===== config.mk =====
export PLATFORM = sky130hd
export DESIGN_NAME = button_event_queue
export DESIGN_NICKNAME = d
export VERILOG_FILES = /design/src/rtl/button_event_queue.sv
export SDC_FILE = /design/constraint.sdc
export NUM_CORES = 1
export LEC_CHECK = 0
export BUFFER_PORTS_ARGS = -buffer_cell sky130_fd_sc_hd__buf_2
export CAP_MARGIN = 10
export CORE_MARGIN = 2
export CORE_UTILIZATION = 35
export CTS_BUF_LIST = sky130_fd_sc_hd__clkbuf_8
export DETAILED_ROUTE_END_ITERATION = 12
export GPL_TIMING_DRIVEN = 0
export MAX_ROUTING_LAYER = met4
export SLEW_MARGIN = 20
export SYNTH_ARGS = -nofsm -noshare
export SYNTH_HDL_FRONTEND = slang
export SYNTH_SLANG_ARGS = --single-unit

===== constraint.sdc =====
create_clock -name clk -period 3.7 [get_ports clk]
set_input_delay 0.185 -clock clk [delete_from_list [all_inputs] [get_ports clk]]
set_output_delay 0.185 -clock clk [all_outputs]
set_load 0.01 [all_outputs]

===== src/rtl/button_event_queue.sv =====
`default_nettype none
// ============================================================================
//  Module      : button_event_queue
//  Description : Turns debounced button levels into a show-ahead FIFO of
//                press/release events, lowest button index first.
//  Revision    : 1.0 - initial release
// ============================================================================
module button_event_queue #(
    parameter int NUM_BUTTONS = 16,
    parameter int FIFO_DEPTH  = 8
) (
    input  logic                            clk,
    input  logic                            reset,
    input  logic [NUM_BUTTONS-1:0]          buttons_in,
    input  logic                            rd_en,
    input  logic                            clear_overflow,
    output logic [15:0]                     rd_data,
    output logic                            empty,
    output logic [$clog2(FIFO_DEPTH+1)-1:0] count,
    output logic                            overflow
);

    localparam int c_PW = $clog2(FIFO_DEPTH);
    localparam int c_CW = $clog2(FIFO_DEPTH + 1);
    localparam logic [c_CW-1:0] c_FULL_COUNT = c_CW'(FIFO_DEPTH);

    logic [NUM_BUTTONS-1:0] r_prev;
    logic [NUM_BUTTONS-1:0] r_pending;
    logic [NUM_BUTTONS-1:0] r_pend_type;
    logic [15:0]            r_mem [FIFO_DEPTH];
    logic [c_PW-1:0]        r_wr_ptr;
    logic [c_PW-1:0]        r_rd_ptr;
    logic [c_CW-1:0]        r_count;
    logic                   r_overflow;

    logic [NUM_BUTTONS-1:0] w_edge;
    logic [NUM_BUTTONS-1:0] w_pending_nxt;
    logic [NUM_BUTTONS-1:0] w_type_nxt;
    logic                   w_coalesce;
    logic                   w_cand_valid;
    logic [7:0]             w_cand_idx;
    logic                   w_cand_type;
    logic                   w_empty;
    logic                   w_pop;
    logic                   w_push;
    logic [15:0]            w_entry;

    assign w_edge  = buttons_in ^ r_prev;
    assign w_empty = (r_count == '0);
    assign w_pop   = rd_en && !w_empty;
    // A pop in the same cycle frees the slot, so a full FIFO can still accept.
    assign w_push  = w_cand_valid && ((r_count < c_FULL_COUNT) || w_pop);
    assign w_entry = {1'b1, w_cand_type, 6'b0, w_cand_idx};

    // Lowest pending index wins: scan downwards so the last hit is the lowest.
    always_comb begin
        w_cand_valid = 1'b0;
        w_cand_idx   = 8'd0;
        w_cand_type  = 1'b0;
        for (int i = NUM_BUTTONS - 1; i >= 0; i--) begin
            if (r_pending[i]) begin
                w_cand_valid = 1'b1;
                w_cand_idx   = 8'(i);
                w_cand_type  = r_pend_type[i];
            end
        end
    end

    always_comb begin
        w_pending_nxt = r_pending;
        w_type_nxt    = r_pend_type;
        w_coalesce    = 1'b0;
        for (int i = 0; i < NUM_BUTTONS; i++) begin
            if (w_edge[i]) begin
                w_pending_nxt[i] = 1'b1;
                w_type_nxt[i]    = buttons_in[i];
                // An edge landing on the cycle its old event leaves is a fresh event.
                if (r_pending[i] && !(w_push && (w_cand_idx == 8'(i)))) begin
                    w_coalesce = 1'b1;
                end
            end else if (w_push && (w_cand_idx == 8'(i))) begin
                w_pending_nxt[i] = 1'b0;
            end
        end
    end

    always_ff @(posedge clk or posedge reset) begin
        if (reset) begin
            r_prev      <= '0;
            r_pending   <= '0;
            r_pend_type <= '0;
            r_wr_ptr    <= '0;
            r_rd_ptr    <= '0;
            r_count     <= '0;
            r_overflow  <= 1'b0;
        end else begin
            r_prev      <= buttons_in;
            r_pending   <= w_pending_nxt;
            r_pend_type <= w_type_nxt;
            if (w_push) begin
                r_wr_ptr <= r_wr_ptr + 1'b1;
            end
            if (w_pop) begin
                r_rd_ptr <= r_rd_ptr + 1'b1;
            end
            case ({w_push, w_pop})
                2'b10:   r_count <= r_count + 1'b1;
                2'b01:   r_count <= r_count - 1'b1;
                default: r_count <= r_count;
            endcase
            if (w_coalesce) begin
                r_overflow <= 1'b1;
            end else if (clear_overflow) begin
                r_overflow <= 1'b0;
            end
        end
    end

    // Storage needs no reset: rd_data is masked whenever the FIFO is empty.
    always_ff @(posedge clk) begin
        if (w_push) begin
            r_mem[r_wr_ptr] <= w_entry;
        end
    end

    assign rd_data  = w_empty ? 16'h0000 : r_mem[r_rd_ptr];
    assign empty    = w_empty;
    assign count    = r_count;
    assign overflow = r_overflow;

endmodule
`default_nettype wire


==> out/results.tsv, run 1 <==
metric	value	unit
outcome	finished clean	
GRT Total Usage	14.9	%
final worst-path cycle share	87.9	%
Simple-Gate Fraction of Synth Area	14.4	%
hold violation total from the final report	0	
Max Buffers Root-to-Sink	2	
Clock Latency Late Sink	380	ps
PwrDens	580	nW/um2
CP arrival	3500	ps
Hold WC Path Type	primary input to flip-flop	
GR Overflow Total	0	
largest net degree at the start of global routing	33	
final number of max-transition violations	0	
Initial DRC Count	209	
starting density of the core	35.5	%
RSZ-0062 raised after global routing	false	
Max stage delay on crit path	880	ps
most frequent CP cell	o21ai_0	
H-tree depth	3	
Layout Cells excl Fill	650	
DP Area	5100	um2
share of layout cells above drive strength 1	18.4	%
Setup Skew	14.3	ps
Async S/R FF share, synth	59.6	%
worst hold start	rd_en	
final setup vio count	0	
max-capacitance violation count	0	
most frequent cells in the layout	dfrtp_1, nand2_1, edfxtp_1, nor2_1, buf_2	
first-pass GRT wire length	16.2	mm
Site Rows	42	
die area	14300	um2
Mapped Avg Cell Area	11.7	um2
YS warnings	0	
clock share of power	22.4	%
CP Capture Type	flip-flop	
core area	13100	um2
slowest cell on the critical path	a311oi_2	
Via-to-Cell Ratio	4.82	
Psw	0.00104	W
Final ANT Viol Nets	0	
Leak Pwr	2.15	nW
Largest delay share family, worst path	compound AO/OA/AOI/OAI gates	
combinational family with the most area after synthesis	simple AND/OR/NAND/NOR gates	
ant diodes	0	
DP HPWL	6.96	mm
ys flop type	dfrtp_1	
Final min period	3250	ps
TritonCTS Buffers	9	
logic gate share of total power	31.1	%
Slew HR	31.5	%
register share of total power	46.6	%
post-route cell area	5470	um2
synthesis-stage register bit count	99	
Post-Synth Adder-Cell Area	1.77	%
Worst Setup SP	r_pending[12]$_DFFE_PP0P_	
GP Congestion	0.894	
mux cell area share after synthesis	7.03	%
drc violations	0	
post-synthesis cell count	400	
Pre-antenna DRT Iters	5	
sequential share of the synthesized area	57.4	%
CP Launch Type	flip-flop	
critical path fanouts, max	13	
EDFF count, synth	40	
CTS Sinks	99	
Wirelength per Cell	14.6	um
Switching Share	32.8	%
worst endpoint required time	3940	ps
XOR/XNOR share of the synthesized area	4.51	%
Crit Path Category	flip-flop to flip-flop	
reg2reg start	r_pending[12]$_DFFE_PP0P_	
initial antenna violation count	0	
Peak VDD IR	0.327	mV
DR vias	3131	
IO Port Bufs	31	
Root Driver	clkbuf_8	
Fin Setup TNS	0	ps
IO Pins	42	
distinct cell type count after synthesis	54	
Synth Area in Compound Gates	10.9	%
WL final	9.46	mm
Peak Freq	307	MHz
vias in the first global route	3251	
Worst-Margin Slew	1030	ps
fin nets	495	
width of the die	119	um
die height	119	um
CP Buf/Inv Count	0	
Fin Hold WS	136	ps
DP Cell Count	617	
cells along the critical path	nor4_1 -> o21ai_1 -> a311oi_2 -> o21ai_0 -> o21ai_0 -> nor4b_2 -> nand3_1	
internal power	0.00213	W
commonest non-fill, non-tap cell in the layout	dfrtp_1	
clk slew on worst S/H paths	100	ps
Syn-to-layout area delta	17.2	%
Mapped Area	4660	um2
TritonCTS clock tree	yes	
## cells in the mapped netlist, types with 2 or more instances
cell	n	area, um2
xnor2_1	15	131
buf_4	10	75.1
nor2b_1	11	68.8
mux4_2	10	225
buf_2	5	25.0
xor2_1	9	78.8
a31oi_1	3	18.8
edfxtp_1	40	1200
inv_1	14	52.6
a21o_1	2	15.0
nor3_1	6	30.0
or4_1	2	15.0
mux2i_1	8	80.1
nor2_1	39	146
a221oi_1	2	17.5
o31ai_1	6	45.0
dfrtp_1	59	1480
or3_4	2	22.5
nand2b_1	13	81.3
a211oi_1	3	22.5
o21ai_1	2	10.0
a21oi_1	12	60.1
o21ai_0	33	165
or3_1	2	12.5
nand3_1	4	20.0
nor4_1	4	25.0
o22ai_1	2	12.5
clkbuf_1	5	18.8
mux2_2	2	22.5
a211oi_2	2	25.0
nand2_1	46	173
ha_1	5	62.6
## power by group through the flow
stage / clock network [W] / logic [W] / registers [W]
4_1_cts: 0.000731 / 0.00101 / 0.00148
6_report: 0.000710 / 0.000984 / 0.00148
5_1_grt: 0.000771 / 0.00110 / 0.00150
3_5_place_dp: 0 / 0.000988 / 0.00150
3_3_place_gp: 0 / 0.000960 / 0.00149
2_1_floorplan: 0 / 0.000698 / 0.00148
## worst paths after layout
path                                          endpoint  slack [ps]  cells past startpoint
max                               overflow$_DFFE_PP0P_         450                      7
min                            r_rd_ptr[0]$_DFFE_PP0P_         140                      3
max reg2reg                       overflow$_DFFE_PP0P_         450                      7
min reg2reg                r_pend_type[10]$_DFFE_PP0P_         480                      1
max in group asynchronous  r_pend_type[12]$_DFFE_PP0P_        2880                      4
min in group asynchronous          r_prev[0]$_DFF_PP0_         320                      3
## flip-flops by register name, summed over array words and instances, names as in the netlist
| register | cells |
|---|---|
| overflow | 1 |
| r_prev | 16 |
| r_wr_ptr | 3 |
| r_mem | 40 |
| r_rd_ptr | 3 |
| r_pending | 16 |
| count | 4 |
| r_pend_type | 16 |
## layout make-up
cell class,count,area [um2]
tap,176,220
timing repair buffer,49,345
clock buffer,9,124
buffer,22,134
fill,1309,7670
clock inverter,7,76.3
multi-input combinational,274,1830
sequential,99,2680
inverter,14,55.1
## layer usage
metal	track usage [%]	vias up	wire length (um)
li1	-	1541	-
met1	17.9	1527	4060
met2	25.5	56	4880
met3	3.54	7	410
met4	3.75	0	110
met5	-	-	0
## logic make-up after synthesis
group                      count (synthesis)
xor gates and xnor gates                  24
muxes                                     20
buffers and inverters                     36
other                                      1
AOI/OAI and AO/OA                         78
and+or+nand+nor                          136
DFF                                       99
adders and majority gates                  6
## stage by stage
stage               setup slack [ps]  utilization (%)  power, W
floorplan                       1140                -   0.00218
global placement                 520             38.6   0.00245
detailed placement               518             38.8   0.00249
CTS                              505             41.6   0.00322
global route                     248             41.6   0.00338
finish                           447             41.6   0.00317
## worst min-delay path: stages
cell	delay, ps
buf_2	110
nand2_1	110
xnor2_1	70
## repair_timing
action,CTS,global route
resized for setup,0,0
setup buffers,0,0
endpoints found under the hold margin,43,0
hold buffers,17,0
Note: power is estimated with default switching activity, not from simulation.
==> inputs of run 2 (changes only) <==
--- a/config.mk
+++ b/config.mk
@@ -12,7 +12,6 @@
 export CTS_BUF_LIST = sky130_fd_sc_hd__clkbuf_8
 export DETAILED_ROUTE_END_ITERATION = 12
 export GPL_TIMING_DRIVEN = 0
-export MAX_ROUTING_LAYER = met4
 export SLEW_MARGIN = 20
 export SYNTH_ARGS = -nofsm -noshare
 export SYNTH_HDL_FRONTEND = slang
==> run 2 against run 1 <==
  * First-iteration DRC count decreased by 19%
  * Combinational power about the same
  * Via count decreased by 0.26%
  * Non-clock buffer count is the same
  * Cell area about the same
  * Register-to-register slack better by 200 ps
  * Routed wire length shrank 1.5%
  * Global-route usage down 0.98 points
  * Power decreased by 1.8%
  * Cell count unchanged
  * Critical path depth unchanged
  * Setup slack gained 200 ps
  * Critical path type unchanged
  * Critical endpoint unchanged
  * Largest cell class unchanged
==> out/results.tsv, run 2 (synthesis results as in run 1) <==
metric	value	unit	change
number of flip-flops in the largest register	40		unchanged
critical path fanouts, max	13		unchanged
Hold WC Path Type	primary input to flip-flop		unchanged
Final ANT Viol Nets	0		unchanged
Initial DRC Count	169		was 209
Site Rows	42		unchanged
GP Congestion	0.855		was 0.894
Post-CTS Setup Bufs	0		unchanged
share of layout cells above drive strength 1	18.4	%	unchanged
ant diodes	0		unchanged
post-route cell area	5460	um2	was 5470 um2
Wirelength per Cell	14.3	um	was 14.6 um
TritonCTS clock tree	yes		unchanged
Multi-input gate area	1830	um2	unchanged
die height	119	um	unchanged
fin nets	495		unchanged
Syn-to-layout area delta	17.1	%	was 17.2%
Hold Path Stages	3		unchanged
final worst-path cycle share	82.4	%	was 87.9%
die area	14300	um2	unchanged
CTS Sinks	99		unchanged
Via-to-Cell Ratio	4.80		was 4.82
WHS Endpoint	r_rd_ptr[0]$_DFFE_PP0P_		unchanged
most flop-heavy register	r_mem		unchanged
CP Launch Type	flip-flop		unchanged
post-CTS sizing	0		unchanged
largest net degree at the start of global routing	58		was 33
filler cell count	1276		was 1309
IO Port Bufs	31		unchanged
Final min period	3050	ps	was 3250 ps
final number of max-transition violations	0		unchanged
PwrDens	570	nW/um2	was 580 nW/um2
DR vias	3123		was 3131
RR Endpoint	overflow$_DFFE_PP0P_		unchanged
WL final	9.32	mm	was 9.46 mm
initial antenna violation count	0		unchanged
area occupied by registers	2680	um2	unchanged
hold violation total from the final report	0		unchanged
TritonCTS Buffers	9		unchanged
Max Buffers Root-to-Sink	2		unchanged
Clock Latency Late Sink	380	ps	about the same
final setup vio count	0		unchanged
CP arrival	3290	ps	was 3500 ps
DP HPWL	6.68	mm	was 6.96 mm
flop2flop setup slack	650	ps	was 450 ps
Crit Path Category	flip-flop to flip-flop		unchanged
GRT Total Usage	14.0	%	was 14.9%
Peak VDD IR	0.244	mV	was 0.327 mV
reg2reg start	r_pending[12]$_DFFE_PP0P_		unchanged
first-pass GRT wire length	15.3	mm	was 16.2 mm
Leak Pwr	2.15	nW	about the same
Worst-Margin Slew	981	ps	was 1030 ps
Setup Skew	11.0	ps	was 14.3 ps
width of the die	119	um	unchanged
worst endpoint required time	3950	ps	was 3940 ps
GR Overflow Total	0		unchanged
DP Area	5100	um2	about the same
Pre-antenna DRT Iters	4		was 5
CP Capture Type	flip-flop		unchanged
Root Driver	clkbuf_8		unchanged
core area	13100	um2	unchanged
RSZ-0062 raised after global routing	false		unchanged
Slew HR	34.6	%	was 31.5%
starting density of the core	35.5	%	unchanged
CTS Hold Bufs	17		unchanged
H-tree depth	3		unchanged
max-capacitance violation count	0		unchanged
worst hold start	rd_en		unchanged
drc violations	0		unchanged
Fin Setup TNS	0	ps	unchanged
vias in the first global route	3096		was 3251
reg2reg path depth	7		unchanged
Peak Freq	328	MHz	was 307 MHz
commonest non-fill, non-tap cell in the layout	dfrtp_1		unchanged
IO Pins	42		unchanged
outcome	finished clean		unchanged
clk slew on worst S/H paths	90	ps	was 100 ps
most frequent cells in the layout	dfrtp_1, nand2_1, edfxtp_1, nor2_1, buf_2		unchanged
[run 2: changes by cell type in the layout (fill, tap and decap cells not counted), sizes merged]
cell / previous run / this run
inv: 19 / 16
clkbuf: 14 / 16
clkinv: 0 / 2
bufinv: 1 / 0
[run 2: power by group]
part	leakage (nW)	switching (W)	internal, W
combinational	1.04	0.000542	0.000440
sequential	1.01	0.000106	0.00137
clock	0.0973	0.000369	0.000283
[run 2: worst max-delay path by stage]
| stage | start | endpoint | slack [ps] | cells past startpoint |
|---|---|---|---|---|
| floorplan | r_pending[13]$_DFFE_PP0P_ | count[3]$_DFFE_PP0P_ | 1140 | 11 |
| global placement | r_pending[8]$_DFFE_PP0P_ | overflow$_DFFE_PP0P_ | 750 | 8 |
| detailed placement | r_pending[8]$_DFFE_PP0P_ | overflow$_DFFE_PP0P_ | 690 | 8 |
| CTS | r_pending[8]$_DFFE_PP0P_ | overflow$_DFFE_PP0P_ | 650 | 8 |
| global route | r_pending[8]$_DFFE_PP0P_ | overflow$_DFFE_PP0P_ | 370 | 8 |
| finish | r_pending[12]$_DFFE_PP0P_ | overflow$_DFFE_PP0P_ | 650 | 7 |
[run 2: per-layer routing]
layer / wire (um) / vias to the layer above / GRT usage [%] / part of all wire [%]
li1: - / 1543 / - / -
met1: 4200 / 1518 / 17.0 / 45
met2: 4680 / 49 / 23.8 / 50
met3: 315 / 13 / 4.31 / 3.4
met4: 131 / 0 / 4.12 / 1.4
met5: 0 / - / 0 / 0
[run 2: through the flow]
step           utilization [%]  power (W)  cells  setup WS [ps]  hold slack, ps
6_report                  41.6    0.00311    650            652             141
5_1_grt                   41.6    0.00333    650            370             139
4_1_cts                   41.6    0.00316    650            650             123
3_5_place_dp              38.8    0.00249    617            689            64.8
3_3_place_gp              38.6    0.00244    616            748             341
2_1_floorplan                -    0.00218    409           1140             216
[run 2: cell type report]
| type | instances | area share [%] |
|---|---|---|
| well taps | 176 | 4.03 |
| plain buffers | 22 | 2.45 |
| repair buffers | 49 | 6.46 |
| multi-input cells | 274 | 33.6 |
| clock buffers | 11 | 2.77 |
| flip-flops and latches | 99 | 49.0 |
| clock inverters | 5 | 0.687 |
| inverters | 14 | 1.01 |
[run 2: critical path, stage by stage, from the launching register on]
cell and delay [ps]:
dfrtp_1 470, nor4_1 290, o21ai_1 230, a311oi_2 850
o21ai_0 450, o21ai_0 310, nor4b_2 220, nand3_1 100
==> inputs of run 3 (changes only) <==
==> constraint.sdc (replaced) <==
create_clock -name clk -period 3.1 [get_ports clk]
set_input_delay 0.155 -clock clk [delete_from_list [all_inputs] [get_ports clk]]
set_output_delay 0.155 -clock clk [all_outputs]
set_load 0.01 [all_outputs]
==> run 3 against run 2 <==
  * Critical path depth increased by 4
  * Die area stayed put
  * Sequential power grew 19%
  * Core utilization rose by 0.086 points
  * Sequential share of layout area is 0.10 points lower
  * Power is 19% higher
==> out/results.tsv, run 3 (synthesis results as in run 1) <==
metric	value	unit	change
Slew HR	43.6	%	was 34.6%
Syn-to-layout area delta	17.4	%	was 17.1%
outcome	finished clean		unchanged
RSZ-0062 raised after global routing	false		unchanged
core area	13100	um2	unchanged
CTS Sinks	99		unchanged
final setup vio count	0		unchanged
Final WS setup	278	ps	was 652 ps
Final min period	2820	ps	was 3050 ps
PwrDens	679	nW/um2	was 570 nW/um2
Via-to-Cell Ratio	4.78		was 4.80
Setup Skew	10.1	ps	was 11.0 ps
starting density of the core	35.5	%	unchanged
Largest delay share family, worst path	simple AND/OR/NAND/NOR gates		was compound AO/OA/AOI/OAI gates
Crit Path Category	flip-flop to flip-flop		unchanged
M1 wire length	4.14	mm	was 4.20 mm
Final ANT Viol Nets	0		unchanged
most frequent cells in the layout	dfrtp_1, nand2_1, edfxtp_1, nor2_1, buf_2		unchanged
CP arrival	3090	ps	was 3290 ps
Site Rows	42		unchanged
initial antenna violation count	0		unchanged
ant diodes	0		unchanged
hold violation total from the final report	0		unchanged
Peak VDD IR	0.292	mV	was 0.244 mV
metal2 WL	4.79	mm	was 4.68 mm
reg2reg start	r_pending[13]$_DFFE_PP0P_		was r_pending[12]$_DFFE_PP0P_
Wirelength per Cell	14.3	um	about the same
GR Overflow Total	0		unchanged
Leak Pwr	2.15	nW	about the same
flop2flop setup slack	280	ps	was 650 ps
Peak Freq	354	MHz	was 328 MHz
TritonCTS Buffers	9		unchanged
CP Buf/Inv Count	1		was 0
CP Capture Type	flip-flop		unchanged
Pre-antenna DRT Iters	4		unchanged
Worst Setup SP	r_pending[13]$_DFFE_PP0P_		was r_pending[12]$_DFFE_PP0P_
CP Launch Type	flip-flop		unchanged
worst hold start	rd_en		unchanged
Fin Setup TNS	0	ps	unchanged
die height	119	um	unchanged
Post-CTS Setup Bufs	0		unchanged
clk slew on worst S/H paths	100	ps	was 90 ps
fin nets	495		unchanged
dpl ws	88.7	ps	was 689 ps
max-capacitance violation count	0		unchanged
H-tree depth	3		unchanged
width of the die	119	um	unchanged
critical path fanouts, max	8		was 13
final number of max-transition violations	0		unchanged
area occupied by registers	2680	um2	unchanged
drc violations	0		unchanged
Max stage delay on crit path	600	ps	was 850 ps
most flop-heavy register	r_mem		unchanged
GRT Total Usage	14.0	%	unchanged
worst endpoint required time	3370	ps	was 3950 ps
Layout Cells excl Fill	650		unchanged
number of flip-flops in the largest register	40		unchanged
commonest non-fill, non-tap cell in the layout	dfrtp_1		unchanged
vias in the first global route	3096		unchanged
GP Congestion	0.855		unchanged
Root Driver	clkbuf_8		unchanged
filler cell count	1271		was 1276
TritonCTS clock tree	yes		unchanged
die area	14300	um2	unchanged
Clock Latency Late Sink	370	ps	was 380 ps
Worst-Margin Slew	846	ps	was 981 ps
most frequent CP cell	ha_1		was o21ai_0
first-pass GRT wire length	15.3	mm	unchanged
DR vias	3105		was 3123
top sig layer	met4		unchanged
WL met3	314	um	was 315 um
DP Cell Count	617		unchanged
IO Port Bufs	31		unchanged
largest net degree at the start of global routing	58		unchanged
DP HPWL	6.68	mm	unchanged
Multi-input gate area	1850	um2	was 1830 um2
Initial DRC Count	182		was 169
share of layout cells above drive strength 1	18.4	%	unchanged
Hold WC Path Type	primary input to flip-flop		unchanged
IO Pins	42		unchanged
WL final	9.30	mm	was 9.32 mm
final worst-path cycle share	91.0	%	was 82.4%
cells along the critical path	or4_1 -> nor2b_1 -> a31oi_1 -> inv_1 -> ha_1 -> ha_1 -> a21o_1 -> a21oi_1 -> xnor2_1 -> nor2_1 -> xor2_1		was nor4_1 -> o21ai_1 -> a311oi_2 -> o21ai_0 -> o21ai_0 -> nor4b_2 -> nand3_1
slowest cell on the critical path	or4_1		was a311oi_2
Max Buffers Root-to-Sink	2		unchanged
-- run 3: cell counts in the layout (fill, tap and decap cells not counted) --
No cell type changed its count.
-- run 3: final cells by class --
type | instances | share of cell area [%]
multi-input combinational | 274 | 33.7
tap | 176 | 4.02
buffer | 22 | 2.45
timing repair buffer | 49 | 6.45
clock inverter | 5 | 0.686
sequential | 99 | 48.9
clock buffer | 11 | 2.77
inverter | 14 | 1.01
-- run 3: final timing paths --
check / endpoint / depth (start not counted)
max: count[3]$_DFFE_PP0P_ / 11
min reg2reg: r_pend_type[5]$_DFFE_PP0P_ / 1
min in group asynchronous: r_pend_type[0]$_DFFE_PP0P_ / 3
max reg2reg: count[3]$_DFFE_PP0P_ / 11
max in group asynchronous: r_pend_type[3]$_DFFE_PP0P_ / 4
min: r_rd_ptr[0]$_DFFE_PP0P_ / 3
-- run 3: what timing repair did --
item,in CTS,in global routing
endpoints found under the setup margin,0,1
gates resized for setup,0,1
hold endpoints to repair,75,0
hold buffers,17,0
-- run 3: worst register-to-register path: stages, from the launching register on --
cell	delay, ps
dfrtp_1	470
or4_1	600
nor2b_1	170
a31oi_1	230
inv_1	120
ha_1	210
ha_1	240
a21o_1	170
a21oi_1	170
xnor2_1	140
nor2_1	70
xor2_1	140
-- run 3: routing by layer --
metal / GRT usage, % / vias to the layer above
li1: - / 1545
met1: 17.0 / 1511
met2: 23.8 / 43
met3: 4.31 / 6
met4: 4.12 / 0
met5: 0 / -
-- run 3: power breakdown --
| group | switching (W) | leakage [nW] | total (W) | internal [W] |
|---|---|---|---|---|
| sequential | 0.000125 | 1.01 | 0.00176 | 0.00164 |
| combinational | 0.000648 | 1.04 | 0.00118 | 0.000527 |
| clock | 0.000440 | 0.0973 | 0.000778 | 0.000338 |
| total | 0.00121 | 2.15 | 0.00372 | 0.00250 |
-- run 3: through the flow --
step	cell area [um2]	power [W]	hold slack (ps)	util [%]
CTS	5460	0.00377	92.6	41.6
global route	5470	0.00398	110	41.7
finish	5470	0.00372	114	41.7
global placement	5070	0.00291	311	38.6
floorplan	4700	0.00260	186	-
detailed placement	5100	0.00297	34.8	38.8
